===== src/rtl/bch_tx_pkg.sv =====
// Shared widths, FSM state type and counter-width helper for the BCH transmit
// scheduler and its (21,16) encoder.
package bch_tx_pkg;

  localparam int DATA_W = 16;
  localparam int CW_W   = 21;
  localparam int PAR_W  = 5;

  typedef enum logic [2:0] {IDLE, LOAD, PREAMBLE, PAYLOAD, GAP} tx_state_t;

  // Width of a counter spanning 0..clks_per_bit-1, never narrower than one bit.
  function automatic int period_cnt_w(input int clks_per_bit);
    return (clks_per_bit <= 2) ? 1 : $clog2(clks_per_bit);
  endfunction

endpackage


===== src/rtl/bch_encoder.sv =====
// Combinational (21,16) single-error-correcting BCH encoder in positional form:
// parity at codeword positions 1,2,4,8,16 (bit index = position-1), data elsewhere.
module bch_encoder
  import bch_tx_pkg::*;
(
  input  logic [DATA_W-1:0] data,
  output logic [CW_W-1:0]   codeword
);

  logic [CW_W-1:0] cw;
  logic            par;
  int              k;

  always_comb begin
    cw  = '0;
    par = 1'b0;
    k   = 0;
    for (int p = 1; p <= CW_W; p++) begin
      if ((p & (p - 1)) != 0) begin
        cw[p-1] = data[k];
        k++;
      end
    end
    // Parity j covers every position whose index has bit j set.
    for (int j = 0; j < PAR_W; j++) begin
      par = 1'b0;
      for (int p = 1; p <= CW_W; p++) begin
        if (((p >> j) & 1) != 0) par = par ^ cw[p-1];
      end
      cw[(1 << j) - 1] = par;
    end
    codeword = cw;
  end

endmodule


===== src/rtl/bch_tx_scheduler.sv =====
// Round-robin two-source transmit scheduler: BCH-encodes each accepted word and
// serializes preamble + codeword MSB-first. Optional macro: BCH_TX_ERR_INJECT_EN.
module bch_tx_scheduler
  import bch_tx_pkg::*;
#(
  parameter int          CLKS_PER_BIT = 4,
  parameter int          PRE_LEN      = 8,
  parameter logic [15:0] PRE_PATTERN  = 16'h00AB,
  parameter int          IDLE_GAP     = 2
) (
  input  logic              clk,
  input  logic              rst_n,
  input  logic              req0_valid,
  input  logic [DATA_W-1:0] req0_data,
  output logic              req0_ready,
  input  logic              req1_valid,
  input  logic [DATA_W-1:0] req1_data,
  output logic              req1_ready,
`ifdef BCH_TX_ERR_INJECT_EN
  input  logic              err_inj,
  input  logic [4:0]        err_pos,
`endif
  output logic              tx_bit,
  output logic              tx_en,
  output logic              tx_frame_start,
  output logic              tx_src_id,
  output logic              busy
);

  localparam int               CNT_W    = period_cnt_w(CLKS_PER_BIT);
  localparam logic [CNT_W-1:0] CLK_LAST = CNT_W'(CLKS_PER_BIT - 1);
  localparam logic [4:0]       PRE_LAST = 5'(PRE_LEN - 1);
  localparam logic [3:0]       PRE_TOP  = 4'(PRE_LEN - 1);
  localparam logic [4:0]       CW_LAST  = 5'(CW_W - 1);
  localparam logic [4:0]       GAP_LAST = 5'(IDLE_GAP - 1);

  tx_state_t         state, state_d, field_next;
  logic              last_grant;
  logic [DATA_W-1:0] data_q;
  logic [CW_W-1:0]   cw_q, enc_cw, cw_load;
  logic [4:0]        bit_cnt, bit_cnt_d, field_last;
  logic [CNT_W-1:0]  clk_cnt, clk_cnt_d;
  logic              grant0, grant1, accept;
  logic              tx_bit_d, tx_en_d, frame_start_d;

  bch_encoder u_enc (
    .data     (data_q),
    .codeword (enc_cw)
  );

`ifdef BCH_TX_ERR_INJECT_EN
  logic       err_q;
  logic [4:0] err_pos_q;

  always_ff @(posedge clk or negedge rst_n) begin
    if (!rst_n) begin
      err_q     <= 1'b0;
      err_pos_q <= '0;
    end else if (accept) begin
      err_q     <= err_inj;
      err_pos_q <= err_pos;
    end
  end

  // Positions beyond the codeword leave it untouched.
  assign cw_load = (err_q && (err_pos_q <= CW_LAST)) ? (enc_cw ^ (CW_W'(1) << err_pos_q)) : enc_cw;
`else
  assign cw_load = enc_cw;
`endif

  // A lone requester always wins; on contention the one not served last wins.
  assign grant0     = req0_valid && (!req1_valid || last_grant);
  assign grant1     = req1_valid && (!req0_valid || !last_grant);
  assign req0_ready = (state == IDLE) && grant0;
  assign req1_ready = (state == IDLE) && grant1;
  assign accept     = (req0_valid && req0_ready) || (req1_valid && req1_ready);
  assign busy       = (state != IDLE);

  always_comb begin
    state_d    = state;
    bit_cnt_d  = bit_cnt;
    clk_cnt_d  = clk_cnt;
    field_last = PRE_LAST;
    field_next = PAYLOAD;
    case (state)
      PAYLOAD: begin
        field_last = CW_LAST;
        field_next = (IDLE_GAP == 0) ? IDLE : GAP;
      end
      GAP: begin
        field_last = GAP_LAST;
        field_next = IDLE;
      end
      default: ;
    endcase

    case (state)
      IDLE: if (accept) state_d = LOAD;
      LOAD: begin
        state_d   = PREAMBLE;
        bit_cnt_d = '0;
        clk_cnt_d = '0;
      end
      default: begin
        if (clk_cnt == CLK_LAST) begin
          clk_cnt_d = '0;
          if (bit_cnt == field_last) begin
            bit_cnt_d = '0;
            state_d   = field_next;
          end else begin
            bit_cnt_d = bit_cnt + 5'd1;
          end
        end else begin
          clk_cnt_d = clk_cnt + 1'b1;
        end
      end
    endcase

    // Outputs are computed from the next state so the registered line matches it.
    tx_en_d       = (state_d == PREAMBLE) || (state_d == PAYLOAD);
    frame_start_d = (state == LOAD);
    tx_bit_d      = 1'b0;
    if (state_d == PREAMBLE)     tx_bit_d = PRE_PATTERN[PRE_TOP - bit_cnt_d[3:0]];
    else if (state_d == PAYLOAD) tx_bit_d = cw_q[CW_LAST - bit_cnt_d];
  end

  always_ff @(posedge clk or negedge rst_n) begin
    if (!rst_n) begin
      state          <= IDLE;
      last_grant     <= 1'b1;
      tx_src_id      <= 1'b0;
      data_q         <= '0;
      cw_q           <= '0;
      bit_cnt        <= '0;
      clk_cnt        <= '0;
      tx_bit         <= 1'b0;
      tx_en          <= 1'b0;
      tx_frame_start <= 1'b0;
    end else begin
      state          <= state_d;
      bit_cnt        <= bit_cnt_d;
      clk_cnt        <= clk_cnt_d;
      tx_bit         <= tx_bit_d;
      tx_en          <= tx_en_d;
      tx_frame_start <= frame_start_d;
      if (accept) begin
        data_q     <= grant1 ? req1_data : req0_data;
        last_grant <= grant1;
        tx_src_id  <= grant1;
      end
      if (state == LOAD) cw_q <= cw_load;
    end
  end

endmodule

===== config.mk =====
export PLATFORM = sky130hd
export DESIGN_NAME = bch_tx_scheduler
export DESIGN_NICKNAME = d
export VERILOG_FILES = /design/src/rtl/bch_tx_pkg.sv /design/src/rtl/bch_encoder.sv /design/src/rtl/bch_tx_scheduler.sv
export SDC_FILE = /design/constraint.sdc
export NUM_CORES = 1
export LEC_CHECK = 0
export BUFFER_PORTS_ARGS = -buffer_cell sky130_fd_sc_hd__buf_2
export CAP_MARGIN = 20
export CELL_PAD_IN_SITES_DETAIL_PLACEMENT = 0
export CELL_PAD_IN_SITES_GLOBAL_PLACEMENT = 1
export CORE_ASPECT_RATIO = 0.6
export CORE_UTILIZATION = 51
export CTS_BUF_LIST = sky130_fd_sc_hd__clkbuf_4
export DETAILED_ROUTE_END_ITERATION = 12
export MAX_ROUTING_LAYER = met4
export PLACE_DENSITY = 0.9
export SLEW_MARGIN = 20
export SYNTH_ARGS = -nofsm -noshare
export SYNTH_HDL_FRONTEND = slang
export SYNTH_HIERARCHICAL = 1
export SYNTH_SLANG_ARGS = --single-unit

===== constraint.sdc =====
create_clock -name clk -period 8.6 [get_ports clk]
set_input_delay 0.86 -clock clk [delete_from_list [all_inputs] [get_ports clk]]
set_output_delay 0.86 -clock clk [all_outputs]
set_load 0.01 [all_outputs]

==> results of run 1 <==
[per-stage QoR]
step | worst slack, ps | total power [µW] | util [%] | hold slack [ps]
after global placement | 4650 | 405 | 56.6 | 481
after detailed placement | 4450 | 409 | 56.6 | 491
final | 4430 | 525 | 57.7 | 529
after floorplan | 5210 | 386 | - | 462
after CTS | 4460 | 529 | 57.7 | 532
after global routing | 4140 | 552 | 57.7 | 546
[layout by cell type (no fill, tap or decap), drive strengths merged, types with 5 or more instances in the layout]
cell     n
a21oi   31
mux2i   23
nand2   11
o21ai    6
nor2    27
mux2    29
dfrtp   51
inv     10
buf     47
o31ai    6
and2     5
clkbuf   5
nor2b    5
nand2b   5
xnor2   19
nand3b   5
[worst min-delay path by stage]
stage          slack, ps                    from                endpoint
2_1_floorplan        460  clk_cnt[0]$_DFFE_PN0P_  clk_cnt[0]$_DFFE_PN0P_
3_3_place_gp         480  clk_cnt[0]$_DFFE_PN0P_  clk_cnt[0]$_DFFE_PN0P_
3_5_place_dp         490    cw_q[13]$_DFFE_PN0P_    cw_q[13]$_DFFE_PN0P_
4_1_cts              530  clk_cnt[0]$_DFFE_PN0P_  clk_cnt[0]$_DFFE_PN0P_
5_1_grt              550    cw_q[13]$_DFFE_PN0P_    cw_q[13]$_DFFE_PN0P_
6_report             530    cw_q[11]$_DFFE_PN0P_    cw_q[11]$_DFFE_PN0P_
[worst register-to-register path: stages (launching register included)]
cell and delay, ps:
dfrtp_1 610, and3b_1 480, mux2i_4 440, a21oi_2 150, o31ai_1 350, inv_1 120, ha_1 550, inv_1 200
or4_1 580, mux2i_1 140, nor4_1 70, mux2i_1 160, mux2_4 170, o31ai_1 60
[per-layer routing]
| layer | part of all wire [%] | track usage [%] | wire length (µm) | vias to the layer above |
|---|---|---|---|---|
| li1 | - | - | - | 1221 |
| met1 | 51 | 36.4 | 3890 | 1221 |
| met2 | 40 | 33.4 | 3090 | 93 |
| met3 | 8.2 | 5.46 | 627 | 7 |
| met4 | 0.74 | 4.45 | 57 | 0 |
| met5 | 0 | - | 0 | - |
[power breakdown]
group | switching, µW | internal (µW) | total, µW
Clock | 85.3 | 34.2 | 119
Combinational | 44.3 | 65.1 | 109
Sequential | 25.4 | 271 | 296
[cell usage after synthesis, types with 3 or more instances]
master / instances / area share (%)
dfrtp_1: 51 / 37
a21oi_1: 29 / 4.2
nor2_1: 27 / 2.9
mux2_2: 26 / 8.5
mux2i_1: 22 / 6.4
xnor2_1: 19 / 4.8
buf_4: 17 / 3.7
nand2_1: 11 / 1.2
clkbuf_1: 10 / 1.1
inv_1: 7 / 0.76
o31ai_1: 6 / 1.3
nand2b_1: 5 / 0.91
nand3b_1: 5 / 1.1
o21ai_0: 5 / 0.73
and2_1: 4 / 0.73
ha_1: 4 / 1.5
nor2b_1: 4 / 0.73
or3_1: 4 / 0.73
xor2_1: 4 / 1.0
buf_1: 3 / 0.33
buf_2: 3 / 0.44
buf_6: 3 / 0.98
nand3_1: 3 / 0.44
nand4_1: 3 / 0.55
nor4_1: 3 / 0.55
xnor3_1: 3 / 2.0
[cell type report]
class | instances | area [µm²] | area share (%)
Multi-Input combinational cell | 238 | 1880 | 51.8
Sequential cell | 52 | 1300 | 35.8
Timing Repair Buffer | 47 | 248 | 6.82
Tap cell | 84 | 105 | 2.89
Clock buffer | 5 | 37.5 | 1.03
Inverter | 9 | 33.8 | 0.929
Clock inverter | 3 | 26.3 | 0.723
[state kept, by name, summed over array words and instances (netlist names)]
signal          cells
bit_cnt             5
clk_cnt             2
cw_q               21
data_q             16
last_grant          1
state               3
tx_bit              1
tx_en               1
tx_frame_start      1
tx_src_id           1
[cell families (layout without fill, tap and decap cells)]
kind of cell,after synthesis,count (layout)
multiplexers,53,53
XOR/XNOR,26,26
AO/OA/AOI/OAI,69,69
AND/OR/NAND/NOR,86,86
adder cells (fa/ha/maj),4,4
flip-flops,52,52
buffers and inverters,45,64
==> impl_metrics.env, run 1 <==
export IMPL_muxShareOfSynthArea_pct=17.3
export IMPL_endpoint_kind="flop"
export IMPL_r2r_start="state[0]$_DFF_PN0_"
export IMPL_synth_compound_area_share_pct=13.8
export IMPL_worstPathCellList="and3b_1 > mux2i_4 > a21oi_2 > o31ai_1 > inv_1 > ha_1 > inv_1 > or4_1 > mux2i_1 > nor4_1 > mux2i_1 > mux2_4 > o31ai_1"
export IMPL_synth_top_family_by_area="multiplexers"
export IMPL_placed_cells=430
export IMPL_fin_crit_sh_pct=48.5
export IMPL_cp_top_family="simple AND/OR/NAND/NOR gates"
export IMPL_rows=22
export IMPL_fin_cells=438
export IMPL_layout_min_cycle_time_ps=4170
export IMPL_core_um2=6300
export IMPL_wl_um=7660
export IMPL_seq_area_frac_synth_pct=37.9
export IMPL_final_hold_violation_count=0
export IMPL_r2r_cells=13
export IMPL_cellPowerDensity_nw_per_um2=144
export IMPL_cts_resized=0
export IMPL_power_leakage_uw=0.00155
export IMPL_yosys_area_share_simple_pct=14.2
export IMPL_fillCellCount=558
export IMPL_drv_cap=0
export IMPL_hold_buffers=0
export IMPL_synth_warnings=6
export IMPL_grt_overflow_total=0
export IMPL_path_class="reg2reg"
export IMPL_syn_nets=375
export IMPL_gp_congestion=0.862
export IMPL_synthArstFlopShare_pct=100
export IMPL_vias=2542
export IMPL_design_die_area_um2=7080
export IMPL_tightest_slew_ps=655
export IMPL_synth_ff_type="dfrtp_1"
export IMPL_status="finished clean"
export IMPL_setup_tns_ps=0
export IMPL_cts_tree="yes"
export IMPL_post_route_drc_count=0
export IMPL_finalMaxSlewViolations=0
export IMPL_antenna_found_initial=0
export IMPL_slew_headroom_pct=56.3
export IMPL_placed_area_um2=3570
export IMPL_synthAdderAreaFrac_pct=1.46
export IMPL_syn_inst=335
export IMPL_dp_hpwl_um=5630
export IMPL_synth_edf_count=0
export IMPL_synth_seq_cells=52
export IMPL_whs_path_depth=1
export IMPL_area_growth_pct=5.75
export IMPL_vdd_drop_max_mv=0.0814
export IMPL_clk_path_buf_depth=2
export IMPL_firstDrtPassIters=4
export IMPL_fin_skew_ps=13.7
export IMPL_grt_pass1_wl_um=12500
export IMPL_final_area_um2=3630
export IMPL_crit_end="tx_bit$_DFF_PN0_"
export IMPL_numClockSinks=52
export IMPL_setup_worst_path_start="state[0]$_DFF_PN0_"
export IMPL_cts_setup_buffers=0
export IMPL_start_util_pct=54.5
export IMPL_cp_start_kind="flop"
export IMPL_yosysUniqueCellTypes=68
export IMPL_netlist_area_um2=3440
export IMPL_worstPathArrival_ps=4450
export IMPL_root_buffer="clkbuf_4"
export IMPL_path_clk_slew_ps=170
export IMPL_synth_avg_cell_area_um2=10.3
export IMPL_drive_gt1_share_pct=28.8
export IMPL_hp_class="reg2reg"
export IMPL_rsz0062_at_grt="false"
export IMPL_track_usage_pct=24.3
export IMPL_reg2reg_to="tx_bit$_DFF_PN0_"
export IMPL_yosys_area_share_xor_xnor_pct=7.83
export IMPL_cpPeakStageDelay_ps=610
export IMPL_setup_viol=0
export IMPL_fmax_ghz=0.240
export IMPL_crit_slowest_cell="dfrtp_1"
export IMPL_finalNetCount=393
export IMPL_wl_per_cell_um=17.5
export IMPL_cp_depth=13
export IMPL_h_tree_depth=2
export IMPL_first_iter_violations=233
export IMPL_cts_buffers=5
export IMPL_grt_pass1_vias=2337
export IMPL_critPathMaxFanout=12
export IMPL_ant_nets=0
export IMPL_boundaryPins=43
export IMPL_clk_latency_ps=380
export IMPL_grt_max_degree=53
export IMPL_viasPerCell=5.80
export IMPL_cp_required_ps=8880
export IMPL_die_h_um=65.6
export IMPL_num_antenna_cells=0
export IMPL_r2r_slack_ps=4430
export IMPL_die_x_um=108
export IMPL_place_port_buffers=42
export IMPL_critical_path_buf_inv_count=2
No activity file was read; power rests on OpenSTA's default activity.
==> inputs of run 2 (changes only) <==
--- a/config.mk
+++ b/config.mk
@@ -10,11 +10,11 @@
 export CELL_PAD_IN_SITES_DETAIL_PLACEMENT = 0
 export CELL_PAD_IN_SITES_GLOBAL_PLACEMENT = 1
 export CORE_ASPECT_RATIO = 0.6
-export CORE_UTILIZATION = 51
+export CORE_UTILIZATION = 47
 export CTS_BUF_LIST = sky130_fd_sc_hd__clkbuf_4
 export DETAILED_ROUTE_END_ITERATION = 12
 export MAX_ROUTING_LAYER = met4
-export PLACE_DENSITY = 0.9
+export PLACE_DENSITY = 0.84
 export SLEW_MARGIN = 20
 export SYNTH_ARGS = -nofsm -noshare
 export SYNTH_HDL_FRONTEND = slang
==> constraint.sdc (replaced) <==
create_clock -name clk -period 3.85 [get_ports clk]
set_input_delay 0.385 -clock clk [delete_from_list [all_inputs] [get_ports clk]]
set_output_delay 0.385 -clock clk [all_outputs]
set_load 0.01 [all_outputs]
==> impl_metrics.env, run 2 (synthesized netlist as in run 1, its figures left out) <==
export IMPL_grt_pass1_wl_um=12900
export IMPL_critPathMaxFanout=8
export IMPL_fmax_ghz=0.281
export IMPL_root_buffer="clkbuf_4"
export IMPL_num_antenna_cells=0
export IMPL_tightest_slew_ps=680
export IMPL_final_common_cell="dfrtp_1"
export IMPL_firstDrtPassIters=4
export IMPL_slew_headroom_pct=54.7
export IMPL_hold_buffers=0
export IMPL_cts_buffers=5
export IMPL_grt_overflow_total=0
export IMPL_cts_tree="yes"
export IMPL_path_clk_slew_ps=170
export IMPL_crit_slowest_cell="nor4_1"
export IMPL_wl_um=7760
export IMPL_worstPathArrival_ps=3870
export IMPL_endpoint_kind="flop"
export IMPL_boundaryPins=43
export IMPL_cpPeakStageDelay_ps=450
export IMPL_start_util_pct=50.0
export IMPL_power_leakage_uw=0.00161
export IMPL_hold_slack_ps=75.7
export IMPL_r2r_start="clk_cnt[0]$_DFFE_PN0P_"
export IMPL_track_usage_pct=22.9
export IMPL_placed_cells=442
export IMPL_path_class="reg2reg"
export IMPL_setup_viol=0
export IMPL_worstPathCellList="ha_1 > and4bb_2 > mux2i_4 > a21oi_2 > o31ai_2 > inv_1 > ha_1 > inv_1 > or4_1 > mux2i_1 > nor4_1 > mux2i_1 > mux2_4 > o31ai_1"
export IMPL_setup_tns_ps=0
export IMPL_cellPowerDensity_nw_per_um2=331
export IMPL_die_x_um=112
export IMPL_fillCellCount=646
export IMPL_cts_setup_buffers=0
export IMPL_viasPerCell=5.67
export IMPL_post_route_drc_count=0
export IMPL_fin_skew_ps=27.5
export IMPL_core_um2=6880
export IMPL_top_regs="cw_q: 21 flops, data_q: 16 flops, bit_cnt: 5 flops"
export IMPL_p_total_uw=1230
export IMPL_final_cell_mix="dfrtp_1, buf_2, a21oi_1"
export IMPL_status="finished clean"
export IMPL_place_port_buffers=42
export IMPL_wl_per_cell_um=17.2
export IMPL_drv_cap=0
export IMPL_die_h_um=68.2
export IMPL_dp_hpwl_um=5790
export IMPL_r2r_slack_ps=300
export IMPL_hp_class="in2async"
export IMPL_design_die_area_um2=7670
export IMPL_finalNetCount=402
export IMPL_vdd_drop_max_mv=0.174
export IMPL_fin_cells=450
export IMPL_clk_latency_ps=400
export IMPL_final_hold_violation_count=0
export IMPL_gp_congestion=0.902
export IMPL_ant_nets=0
export IMPL_cp_start_kind="flop"
export IMPL_rsz0062_at_grt="false"
export IMPL_fin_crit_sh_pct=92.3
export IMPL_numClockSinks=52
export IMPL_antenna_found_initial=0
export IMPL_h_tree_depth=2
export IMPL_cp_top_family="simple AND/OR/NAND/NOR gates"
export IMPL_finalMaxSlewViolations=0
export IMPL_rows=23
export IMPL_grt_max_degree=53
export IMPL_drive_gt1_share_pct=31.1
export IMPL_largest_register_ff_count=21
export IMPL_clk_path_buf_depth=2
export IMPL_cp_required_ps=4170
export IMPL_grt_pass1_vias=2463
export IMPL_reg2reg_to="tx_bit$_DFF_PN0_"
export IMPL_r2r_cells=14
export IMPL_layout_min_cycle_time_ps=3550
export IMPL_top_register="cw_q"
export IMPL_first_iter_violations=177
export IMPL_critical_path_buf_inv_count=2
export IMPL_area_growth_pct=8.48
export IMPL_vias=2552
==> run 2: cell count changes in the layout (fill, tap and decap cells not counted), sizes merged <==
| cell | previous run | this run |
|---|---|---|
| clkinv | 2 | 1 |
| clkinvlp | 0 | 1 |
| inv | 10 | 9 |
| bufinv | 0 | 1 |
| buf | 47 | 56 |
==> run 2: what timing repair did <==
action | CTS | global route
hold endpoints to repair | 0 | 0
resized for setup | 0 | 2
endpoints found under the setup margin | 0 | 1
==> run 2: final cells by class <==
class,instances,area [µm²],area share [%]
clock inverter,3,42.5,1.14
clock buffer,5,37.5,1.01
multi-input combinational,238,1890,50.6
inverter,9,33.8,0.906
timing repair buffer,56,315,8.46
sequential,52,1300,34.9
tap,87,109,2.92
==> run 2: metrics by stage <==
step / utilization [%] / instance area, µm² / setup WS [ps]
floorplan: - / 3440 / 464
global route: 54.2 / 3730 / 12.2
detailed placement: 53.0 / 3640 / 160
CTS: 54.1 / 3720 / 133
global placement: 53.0 / 3640 / 338
finish: 54.2 / 3730 / 297
==> run 2: layer usage <==
layer | track usage, % | share of wire [%]
met5 | - | 0
met4 | 5.17 | 0.95
met3 | 3.99 | 5.1
met2 | 32.8 | 41
met1 | 33.5 | 53
==> run 2: power by group <==
part | internal, µW | switching (µW) | leakage (µW)
combinational | 145 | 105 | 0.000950
sequential | 605 | 53.6 | 0.000615
clock | 136 | 190 | 0.0000412
total | 886 | 348 | 0.00161
==> run 2: worst max path at each step <==
| stage | cells after the start | end | startpoint |
|---|---|---|---|
| global route | 13 | tx_bit$_DFF_PN0_ | bit_cnt[2]$_DFF_PN0_ |
| CTS | 13 | tx_bit$_DFF_PN0_ | state[2]$_DFF_PN0_ |
| floorplan | 14 | tx_bit$_DFF_PN0_ | clk_cnt[0]$_DFFE_PN0P_ |
| finish | 14 | tx_bit$_DFF_PN0_ | clk_cnt[0]$_DFFE_PN0P_ |
| global placement | 13 | tx_bit$_DFF_PN0_ | state[2]$_DFF_PN0_ |
| detailed placement | 13 | tx_bit$_DFF_PN0_ | state[2]$_DFF_PN0_ |
==> inputs of run 3 (changes only) <==
--- a/config.mk
+++ b/config.mk
@@ -10,7 +10,7 @@
 export CELL_PAD_IN_SITES_DETAIL_PLACEMENT = 0
 export CELL_PAD_IN_SITES_GLOBAL_PLACEMENT = 1
 export CORE_ASPECT_RATIO = 0.6
-export CORE_UTILIZATION = 47
+export CORE_UTILIZATION = 46
 export CTS_BUF_LIST = sky130_fd_sc_hd__clkbuf_4
 export DETAILED_ROUTE_END_ITERATION = 12
 export MAX_ROUTING_LAYER = met4
@@ -18,5 +18,4 @@
 export SLEW_MARGIN = 20
 export SYNTH_ARGS = -nofsm -noshare
 export SYNTH_HDL_FRONTEND = slang
-export SYNTH_HIERARCHICAL = 1
 export SYNTH_SLANG_ARGS = --single-unit
==> impl_metrics.env, run 3 <==
export IMPL_die_x_um=111
export IMPL_reg2reg_to="tx_bit$_DFF_PN0_"
export IMPL_drv_cap=0
export IMPL_synth_edf_count=0
export IMPL_synthArstFlopShare_pct=100
export IMPL_layout_min_cycle_time_ps=3510
export IMPL_critical_path_buf_inv_count=2
export IMPL_yosysTopAreaCell="dfrtp_1"
export IMPL_r2r_slack_ps=340
export IMPL_cts_setup_buffers=0
export IMPL_wl_um=7820
export IMPL_syn_nets=375
export IMPL_top_register="cw_q"
export IMPL_start_util_pct=48.1
export IMPL_seq_area_frac_synth_pct=40.0
export IMPL_pre_cts_slack_ps=410
export IMPL_status="finished clean"
export IMPL_hp_class="in2async"
export IMPL_drive_gt1_share_pct=25.7
export IMPL_boundaryPins=43
export IMPL_netlist_area_leader_share_pct=39.2
export IMPL_worst_slack_ps=339
export IMPL_dp_hpwl_um=6010
export IMPL_cellPowerDensity_nw_per_um2=336
export IMPL_syn_inst=335
export IMPL_netlist_top_cells_count="dfrtp_1, nor2_1, a21oi_1, xnor2_1"
export IMPL_wl_per_cell_um=16.8
export IMPL_cp_required_ps=4140
export IMPL_place_port_buffers=42
export IMPL_finalMaxSlewViolations=0
export IMPL_clk_path_buf_depth=2
export IMPL_root_buffer="clkbuf_4"
export IMPL_rsz0062_at_grt="false"
export IMPL_fin_crit_sh_pct=91.2
export IMPL_cp_start_kind="flop"
export IMPL_path_class="reg2reg"
export IMPL_gp_congestion=0.907
export IMPL_clk_latency_ps=390
export IMPL_antenna_found_initial=0
export IMPL_viasPerCell=5.76
export IMPL_synth_avg_cell_area_um2=9.71
export IMPL_grt_max_degree=39
export IMPL_synth_warnings=0
export IMPL_setup_tns_ps=0
export IMPL_ant_nets=0
export IMPL_vias=2680
export IMPL_fin_skew_ps=15.3
export IMPL_track_usage_pct=22.3
export IMPL_netlist_area_um2=3250
export IMPL_tightest_slew_ps=882
export IMPL_rows=23
export IMPL_cts_tree="yes"
export IMPL_final_hold_violation_count=0
export IMPL_synthTopCellsByArea="dfrtp_1, mux2i_1, xnor2_1"
export IMPL_setup_worst_path_start="state[2]$_DFF_PN0_"
export IMPL_setup_viol=0
export IMPL_h_tree_depth=2
export IMPL_crit_slowest_cell="or4_1"
export IMPL_largest_register_ff_count=21
export IMPL_first_iter_violations=245
export IMPL_design_die_area_um2=7420
export IMPL_crit_end="tx_bit$_DFF_PN0_"
export IMPL_cts_buffers=5
export IMPL_cp_depth=12
export IMPL_r2r_start="state[2]$_DFF_PN0_"
export IMPL_vdd_drop_max_mv=0.272
export IMPL_num_antenna_cells=0
export IMPL_hold_buffers=0
export IMPL_cp_top_family="simple AND/OR/NAND/NOR gates"
export IMPL_final_common_cell="dfrtp_1"
export IMPL_slew_headroom_pct=41.2
export IMPL_grt_overflow_total=0
export IMPL_yosysUniqueCellTypes=69
export IMPL_area_growth_pct=12.5
export IMPL_cpPeakStageDelay_ps=540
export IMPL_synth_seq_cells=52
export IMPL_cpMostUsedCell="inv_1"
export IMPL_power_leakage_uw=0.00155
export IMPL_worstPathArrival_ps=3800
export IMPL_endpoint_kind="flop"
export IMPL_grt_pass1_vias=2283
export IMPL_worstPathCellList="and3b_1 > mux2i_2 > a21oi_2 > o31ai_1 > inv_1 > ha_1 > inv_1 > or4_1 > o2111ai_1 > o22ai_1 > mux2i_1 > o211ai_2"
export IMPL_post_route_drc_count=0
export IMPL_finalNetCount=417
export IMPL_numClockSinks=52
export IMPL_r2r_cells=12
export IMPL_synth_ff_type="dfrtp_1"
export IMPL_final_cell_mix="dfrtp_1, buf_2, nor2_1"
export IMPL_synth_most_common_cell="dfrtp_1"
export IMPL_cts_resized=0
export IMPL_fmax_ghz=0.285
export IMPL_path_clk_slew_ps=160
export IMPL_grt_pass1_wl_um=12200
export IMPL_firstDrtPassIters=5
export IMPL_die_h_um=67.1
export IMPL_critPathMaxFanout=7
export IMPL_top_regs="cw_q: 21 flops, data_q: 16 flops, bit_cnt: 5 flops"
export IMPL_core_um2=6760
==> run 3: worst min-delay path by stage <==
stage / startpoint / to / slack (ps)
global route: rst_n / cw_q[11]$_DFFE_PN0P_ / 130
finish: rst_n / clk_cnt[0]$_DFFE_PN0P_ / 90
floorplan: rst_n / bit_cnt[0]$_DFF_PN0_ / 90
detailed placement: cw_q[7]$_DFFE_PN0P_ / cw_q[7]$_DFFE_PN0P_ / 480
global placement: cw_q[7]$_DFFE_PN0P_ / cw_q[7]$_DFFE_PN0P_ / 470
CTS: rst_n / cw_q[14]$_DFFE_PN0P_ / 110
==> run 3: cells by family after synthesis <==
family | Yosys count | synth area share (%)
xor gates and xnor gates | 29 | 7.81
AOI/OAI and AO/OA | 80 | 17.9
muxes | 39 | 12.7
DFF | 52 | 40.0
adders and majority gates | 4 | 1.54
and+or+nand+nor | 99 | 15.8
buffers and inverters | 32 | 4.15
==> run 3: power breakdown <==
group          total [µW]  leakage (µW)  internal [µW]  switching [µW]
clock network         322     0.0000428            136             186
registers             662      0.000615            605            57.2
logic                 244      0.000897            128             116
total                1230       0.00155            869             360
==> run 3: per-layer routing <==
layer	vias up	part of all wire, %	global-route usage (%)
met2	118	38	27.6
met1	1256	52	34.4
met4	0	0.83	6.00
met5	-	0	-
met3	10	8.8	5.57
li1	1296	-	-
==> run 3: stage by stage <==
step / util (%) / instance area [µm²] / hold WS (ps) / total power, µW / instances
global placement: 52.9 / 3580 / 468 / 913 / 457
detailed placement: 52.9 / 3580 / 483 / 918 / 457
floorplan: - / 3250 / 89.4 / 831 / 335
CTS: 54.1 / 3660 / 106 / 1240 / 465
finish: 54.1 / 3660 / 89.6 / 1230 / 465
global route: 54.1 / 3660 / 130 / 1300 / 465
==> run 3: layout make-up <==
| class | count | area (µm²) |
|---|---|---|
| clock inverter | 3 | 42.5 |
| inverter | 14 | 52.6 |
| sequential | 52 | 1300 |
| timing repair buffer | 53 | 293 |
| tap | 87 | 109 |
| fill | 606 | 3100 |
| clock buffer | 5 | 37.5 |
| multi-input combinational | 251 | 1820 |
